**config.mk**
```make
export PLATFORM = sky130hd
export DESIGN_NAME = ps2_key_fifo_flat
export DESIGN_NICKNAME = d
export VERILOG_FILES = /design/src/rtl/ps2_key_fifo_if.sv /design/src/rtl/ps2_key_fifo.sv /design/src/flat_wrapper.sv
export SDC_FILE = /design/constraint.sdc
export NUM_CORES = 1
export LEC_CHECK = 0
export CORE_UTILIZATION = 55
export CTS_CLUSTER_SIZE = 40
export DETAILED_ROUTE_END_ITERATION = 10
export PLACE_DENSITY = 0.77
export SLEW_MARGIN = 40
export SYNTH_ARGS = -nofsm -noshare
export SYNTH_HDL_FRONTEND = slang
export SYNTH_SLANG_ARGS = --single-unit
export TNS_END_PERCENT = 100
```
**constraint.sdc**
```tcl
create_clock -name clk -period 4.08 [get_ports clk]
set_input_delay 0.612 -clock clk [delete_from_list [all_inputs] [get_ports clk]]
set_output_delay 0.612 -clock clk [all_outputs]
set_load 0.05 [all_outputs]
```
**src/rtl/ps2_key_fifo_if.sv**
```systemverilog
// ps2_key_fifo_if: the byte stream from the ps2 receiver, the CPU-side pop and
// flush strobes, and the key FIFO status.
//   master : the receiver/bus side. It drives ps2_data, ps2_ready, rd and clr,
//            and observes key, key_valid, count and overflow.
//   slave  : ps2_key_fifo.
interface ps2_key_fifo_if #(
    parameter int DEPTH_LOG2 = 3
);
    logic [7:0]            ps2_data;
    logic                  ps2_ready;
    logic                  rd;
    logic                  clr;
    logic [9:0]            key;
    logic                  key_valid;
    logic [DEPTH_LOG2:0]   count;
    logic                  overflow;

    modport master (
        output ps2_data, ps2_ready, rd, clr,
        input  key, key_valid, count, overflow
    );

    modport slave (
        input  ps2_data, ps2_ready, rd, clr,
        output key, key_valid, count, overflow
    );
endinterface

```
**src/rtl/ps2_key_fifo.sv**
```systemverilog
// ps2_key_fifo: decodes PS/2 set-2 bytes (E0/F0/E1 prefixes) into 10-bit key
// events {ext, brk, code} and buffers them in a show-ahead circular FIFO.
//   clk  : system clock
//   RSTN : asynchronous active-low reset
//   bus  : ps2_key_fifo_if.slave (ps2_data/ps2_ready in, rd/clr in,
//          key/key_valid/count/overflow out)
//
// state | meaning
// IDLE  | no prefix pending
// E0    | extended prefix seen
// F0    | break prefix seen
// E0F0  | extended break prefix seen
// SKIP  | swallowing the remaining bytes of the Pause (E1) sequence
module ps2_key_fifo #(
    parameter int DEPTH_LOG2 = 3,
    parameter int TIMEOUT    = 2_000_000
) (
    input logic          clk,
    input logic          RSTN,
    ps2_key_fifo_if.slave bus
);
    localparam int DEPTH = 1 << DEPTH_LOG2;
    localparam int CW    = DEPTH_LOG2 + 1;
    localparam int TW    = (TIMEOUT > 1) ? $clog2(TIMEOUT) : 1;

    typedef enum logic [2:0] {S_IDLE, S_E0, S_F0, S_E0F0, S_SKIP} state_t;

    state_t          state, state_nx, cur;
    logic [2:0]      skip_cnt, skip_nx;
    logic [TW-1:0]   to_cnt;
    logic            expired;
    logic            ev_push;
    logic [9:0]      ev_data;

    logic [9:0]            mem [DEPTH];
    logic [DEPTH_LOG2-1:0] wptr, rptr;
    logic [CW-1:0]         count;
    logic                  overflow;
    logic                  full, empty, do_pop, do_push;

    function automatic logic is_response(input logic [7:0] b);
        case (b)
            8'h00, 8'hAA, 8'hEE, 8'hFA, 8'hFC, 8'hFE, 8'hFF: return 1'b1;
            default:                                        return 1'b0;
        endcase
    endfunction

    assign expired = (state != S_IDLE) && (to_cnt == TW'(TIMEOUT - 1));

    always_comb begin
        state_nx = state;
        skip_nx  = expired ? 3'd0 : skip_cnt;
        ev_push  = 1'b0;
        ev_data  = 10'h000;
        // An expiring sequence is abandoned first so a byte in that cycle
        // is decoded as if the FSM were already idle.
        cur      = expired ? S_IDLE : state;
        if (expired)
            state_nx = S_IDLE;
        if (bus.ps2_ready) begin
            if (cur == S_SKIP) begin
                skip_nx = skip_cnt - 3'd1;
                if (skip_cnt <= 3'd1) begin
                    state_nx = S_IDLE;
                    skip_nx  = 3'd0;
                    ev_push  = (skip_cnt == 3'd1);
                    ev_data  = 10'h277;
                end
            end else if (bus.ps2_data == 8'hE1) begin
                state_nx = S_SKIP;
                skip_nx  = 3'd7;
            end else begin
                case (cur)
                    S_IDLE: begin
                        if (bus.ps2_data == 8'hE0)
                            state_nx = S_E0;
                        else if (bus.ps2_data == 8'hF0)
                            state_nx = S_F0;
                        else if (!is_response(bus.ps2_data)) begin
                            ev_push = 1'b1;
                            ev_data = {2'b00, bus.ps2_data};
                        end
                    end
                    S_E0, S_F0, S_E0F0: begin
                        if (bus.ps2_data == 8'hE0)
                            state_nx = S_E0;
                        else if (bus.ps2_data == 8'hF0)
                            state_nx = (cur == S_F0) ? S_F0 : S_E0F0;
                        else begin
                            state_nx = S_IDLE;
                            ev_push  = 1'b1;
                            ev_data  = {cur != S_F0, cur != S_E0, bus.ps2_data};
                        end
                    end
                    default: state_nx = S_IDLE;
                endcase
            end
        end
    end

    always_ff @(posedge clk or negedge RSTN) begin
        if (!RSTN) begin
            state    <= S_IDLE;
            skip_cnt <= 3'd0;
            to_cnt   <= '0;
        end else if (bus.clr) begin
            state    <= S_IDLE;
            skip_cnt <= 3'd0;
            to_cnt   <= '0;
        end else begin
            state    <= state_nx;
            skip_cnt <= skip_nx;
            if (bus.ps2_ready || state == S_IDLE || expired)
                to_cnt <= '0;
            else
                to_cnt <= to_cnt + TW'(1);
        end
    end

    assign full    = (count == CW'(DEPTH));
    assign empty   = (count == '0);
    assign do_pop  = bus.rd && !empty;
    // A pop in the same cycle frees the slot, so a full FIFO can still accept.
    assign do_push = ev_push && (!full || do_pop);

    always_ff @(posedge clk) begin
        if (do_push && !bus.clr)
            mem[wptr] <= ev_data;
    end

    always_ff @(posedge clk or negedge RSTN) begin
        if (!RSTN) begin
            wptr     <= '0;
            rptr     <= '0;
            count    <= '0;
            overflow <= 1'b0;
        end else if (bus.clr) begin
            wptr     <= '0;
            rptr     <= '0;
            count    <= '0;
            overflow <= 1'b0;
        end else begin
            if (do_push)
                wptr <= wptr + DEPTH_LOG2'(1);
            if (do_pop)
                rptr <= rptr + DEPTH_LOG2'(1);
            if (do_push && !do_pop)
                count <= count + CW'(1);
            else if (do_pop && !do_push)
                count <= count - CW'(1);
            if (ev_push && !do_push)
                overflow <= 1'b1;
        end
    end

    assign bus.key       = empty ? 10'h000 : mem[rptr];
    assign bus.key_valid = !empty;
    assign bus.count     = count;
    assign bus.overflow  = overflow;
endmodule

```
**src/flat_wrapper.sv**
```systemverilog
// flat-port wrapper written by rule: the top's interface ports become plain ports
module ps2_key_fifo_flat 
#(
    parameter int DEPTH_LOG2 = 3,
    parameter int TIMEOUT    = 2_000_000
)
  (clk, RSTN, bus_ps2_data, bus_ps2_ready, bus_rd, bus_clr, bus_key, bus_key_valid, bus_count, bus_overflow);
  ps2_key_fifo_if #(.DEPTH_LOG2(DEPTH_LOG2)) bus_i ();
  input logic clk;
  input logic RSTN;
  input wire logic [$bits(bus_i.ps2_data)-1:0] bus_ps2_data;
  input wire logic [$bits(bus_i.ps2_ready)-1:0] bus_ps2_ready;
  input wire logic [$bits(bus_i.rd)-1:0] bus_rd;
  input wire logic [$bits(bus_i.clr)-1:0] bus_clr;
  output wire logic [$bits(bus_i.key)-1:0] bus_key;
  output wire logic [$bits(bus_i.key_valid)-1:0] bus_key_valid;
  output wire logic [$bits(bus_i.count)-1:0] bus_count;
  output wire logic [$bits(bus_i.overflow)-1:0] bus_overflow;
  assign bus_i.ps2_data = bus_ps2_data;
  assign bus_i.ps2_ready = bus_ps2_ready;
  assign bus_i.rd = bus_rd;
  assign bus_i.clr = bus_clr;
  assign bus_key = bus_i.key;
  assign bus_key_valid = bus_i.key_valid;
  assign bus_count = bus_i.count;
  assign bus_overflow = bus_i.overflow;
  ps2_key_fifo #(.DEPTH_LOG2(DEPTH_LOG2), .TIMEOUT(TIMEOUT)) u_core (.clk(clk), .RSTN(RSTN), .bus(bus_i));
endmodule
```
==> impl_results.md <==
* Worst Path Max Fanout at 7
* Endpoints failing setup at 0
* Skew-Pair Late Insertion Delay at 520 ps
* Routed wl met3 at 635 µm
* Crit path cell chain: or4b_1 -> nor4_2 -> nand2_1 -> nand2_1 -> a41o_4 -> nand3_1 -> ha_1 -> a21o_1 -> a21oi_1 -> buf_4 -> and4_1 -> o21a_1 -> or4_1
* Synth Net Count at 443
* Final slew viol count at 0
* Final period util at 91.9%
* Synthesized area at 5500 µm²
* Die height at 102 µm
* Maximum VDD drop at 0.340 mV
* Crit-path most repeated cell: nand2_1
* WP data arrival at 4140 ps
* Effective utilization at floorplan at 56.6%
* Slowest stage delay, CP at 560 ps
* Largest net degree at the start of global routing at 39
* Std-Cell Rows at 36
* Max Cap Violations at 0
* Pwr dens at 587 nW/µm²
* Final clock skew at 11.8 ps
* Ys async rst share at 32.2%
* Pre-Repair DR Iteration Count at 5
* First-pass GRT wire length at 17.6 mm
* Leak at 2.38 nW
* Post-CTS resize count at 0
* WP data required at 4470 ps
* Uppermost layer routed: met4
* Outcome: finished, final reports clean
* Inst Count DP at 594
* Startpoint types: register
* Initial drt markers at 255
* Total number of vias at 3,674
* Unrepaired setup endpoints after global routing: no
* Worst slew pin tran at 787 ps
* WL met2 at 5.50 mm
* Initial antenna violation count at 0
* Share of cells above drive strength 1 at 18.5%
* Vias in the first global route at 3,576
* Synthesis-to-layout area growth at 21.7%
* Slew HR at 47.5%
* Distinct cells, synth at 49
* Clock Path Buffers at 2
* HP Class: in2async
* Cell family with most CP delay: simple AND/OR/NAND/NOR gates
* GP Congestion at 0.895
* Fin. Hold Viols at 0
* Count leader, synth: edfxtp_1
* Clk slew on worst S/H paths at 60 ps
* F_max at 0.267 GHz
* GRT Total Usage at 23.4%
* Nets at 501
* Yosys top cell by area: edfxtp_1
* Root buffer cell: clkbuf_8
* CTS Buf Count at 17
* Number of synthesized flops with an enable pin at 80
* GRT Residual Overflow at 0
* Mapped Cells at 422
* Chip width at 102 µm
* CTS tree: done
* Hold-fix buffers, CTS at 0
* Number of port buffers at 28
* Total negative slack at 0 ps
* WL met1 at 4.71 mm
* Pwr Total at 3.93 mW
* Core Area at 9730 µm²
* Synthesized flop and latch total at 118
* WL final at 11.0 mm
* Post CTS Setup Buffer Count at 0
* Die ar. at 10,400 µm²
* Worst path bufs/invs at 1
* Detail Route Antenna Nets at 0
* Commonest cells post-synth: 80 x edfxtp_1, 51 x nor2_1, 38 x dfrtp_1, 25 x a21oi_1, 25 x nand2_1
* Seq/Total Area, Yosys at 60.9%
* Ys Warns at 0
* Clock sink total at 118
* Crit-path slowest cell: or4b_1
* Routed len/inst at 17.5 µm
* Syn_area_per_cell at 13.0 µm²
* Setup CP Type: reg2reg
* Post-synth top area share at 43.7%
* ANT cells at 0
* # DRC at 0
* Worst setup EP type: register
* H-tree depth at 4
* Non-Filler Instances at 626
* IO Count at 29
* Ys flop type: edfxtp_1
* Fin crit period at 3750 ps
* Post-DP HPWL at 7.28 mm
* Vias per std cell at 5.87
* Top cells by area, synth: edfxtp_1 44%, dfrtp_1 17%, mux4_2 8.2%
* Fin util at 68.9%
registers in the layout (all words and copies together), names as in the netlist:
signal,flops
u_core.wptr,3
u_core.skip_cnt,3
u_core.bus.overflow,1
u_core.rptr,3
u_core.to_cnt,21
u_core.state,3
u_core.mem,80
u_core.bus.count,4
logic make-up (layout without fill, tap and decap cells):
group | Yosys count | after routing | share of synthesized area [%]
compound gates | 56 | 56 | 6.37
xor+xnor | 16 | 16 | 2.55
fa+ha+maj | 8 | 8 | 1.96
buf+inv | 29 | 100 | 1.98
flops | 118 | 118 | 60.9
mux | 35 | 35 | 11.3
simple gates | 160 | 160 | 14.9
path summary, 6_finish.rpt:
check                                            from                              end  slack (ps)  cells past startpoint
max reg2reg                u_core.to_cnt[8]$_DFF_PN0_  u_core.bus.count[3]$_DFFE_PN0P_         330                     13
min reg2reg                u_core.to_cnt[0]$_DFF_PN0_       u_core.to_cnt[0]$_DFF_PN0_         490                      1
min in group clk           u_core.to_cnt[0]$_DFF_PN0_       u_core.to_cnt[0]$_DFF_PN0_         490                      1
max in group asynchronous                        RSTN        u_core.state[1]$_DFF_PN0_        3680                      1
min                                              RSTN      u_core.to_cnt[11]$_DFF_PN0_          50                      1
max                        u_core.to_cnt[8]$_DFF_PN0_  u_core.bus.count[3]$_DFFE_PN0P_         330                     13
report_power, final:
| part | internal [mW] | switching [mW] | total [mW] | leakage [nW] |
|---|---|---|---|---|
| clock | 0.934 | 0.547 | 1.48 | 0.292 |
| combinational | 0.447 | 0.649 | 1.10 | 0.829 |
| sequential | 1.32 | 0.0335 | 1.36 | 1.26 |
| total | 2.70 | 1.23 | 3.93 | 2.38 |
layer usage:
metal | vias to the layer above | global-route usage, %
li1 | 1708 | -
met1 | 1805 | 30.7
met2 | 144 | 38.2
met3 | 17 | 5.61
met4 | 0 | 8.68
met5 | - | 0
stage by stage:
step	area [µm²]	hold slack, ps	worst slack [ps]
after CTS	6700	63.7	328
after global routing	6700	86.6	122
after detailed placement	6110	485	-12.0
final	6700	51.0	329
after floorplan	5500	316	584
after global placement	6100	479	75.3
layout make-up:
cell class	count	area [µm²]
Sequential cell	118	3350
Tap cell	133	166
Clock inverter	15	178
Fill cell	708	3030
Multi-Input combinational cell	275	2060
Inverter	13	48.8
Timing Repair Buffer	55	480
Clock buffer	17	414
placed cells by master (no fill, tap or decap), types with 10 or more instances in the layout:
cell type / count
nor3_1: 15
inv_1: 13
nand3_1: 17
buf_4: 28
dfrtp_1: 38
a21oi_1: 25
clkdlybuf4s50_1: 27
o21ai_0: 15
clkbuf_16: 16
mux4_2: 20
edfxtp_1: 80
mux2i_1: 10
or3_1: 10
nand2_1: 25
nor2_1: 51
Power figures use the tool's default switching activity.
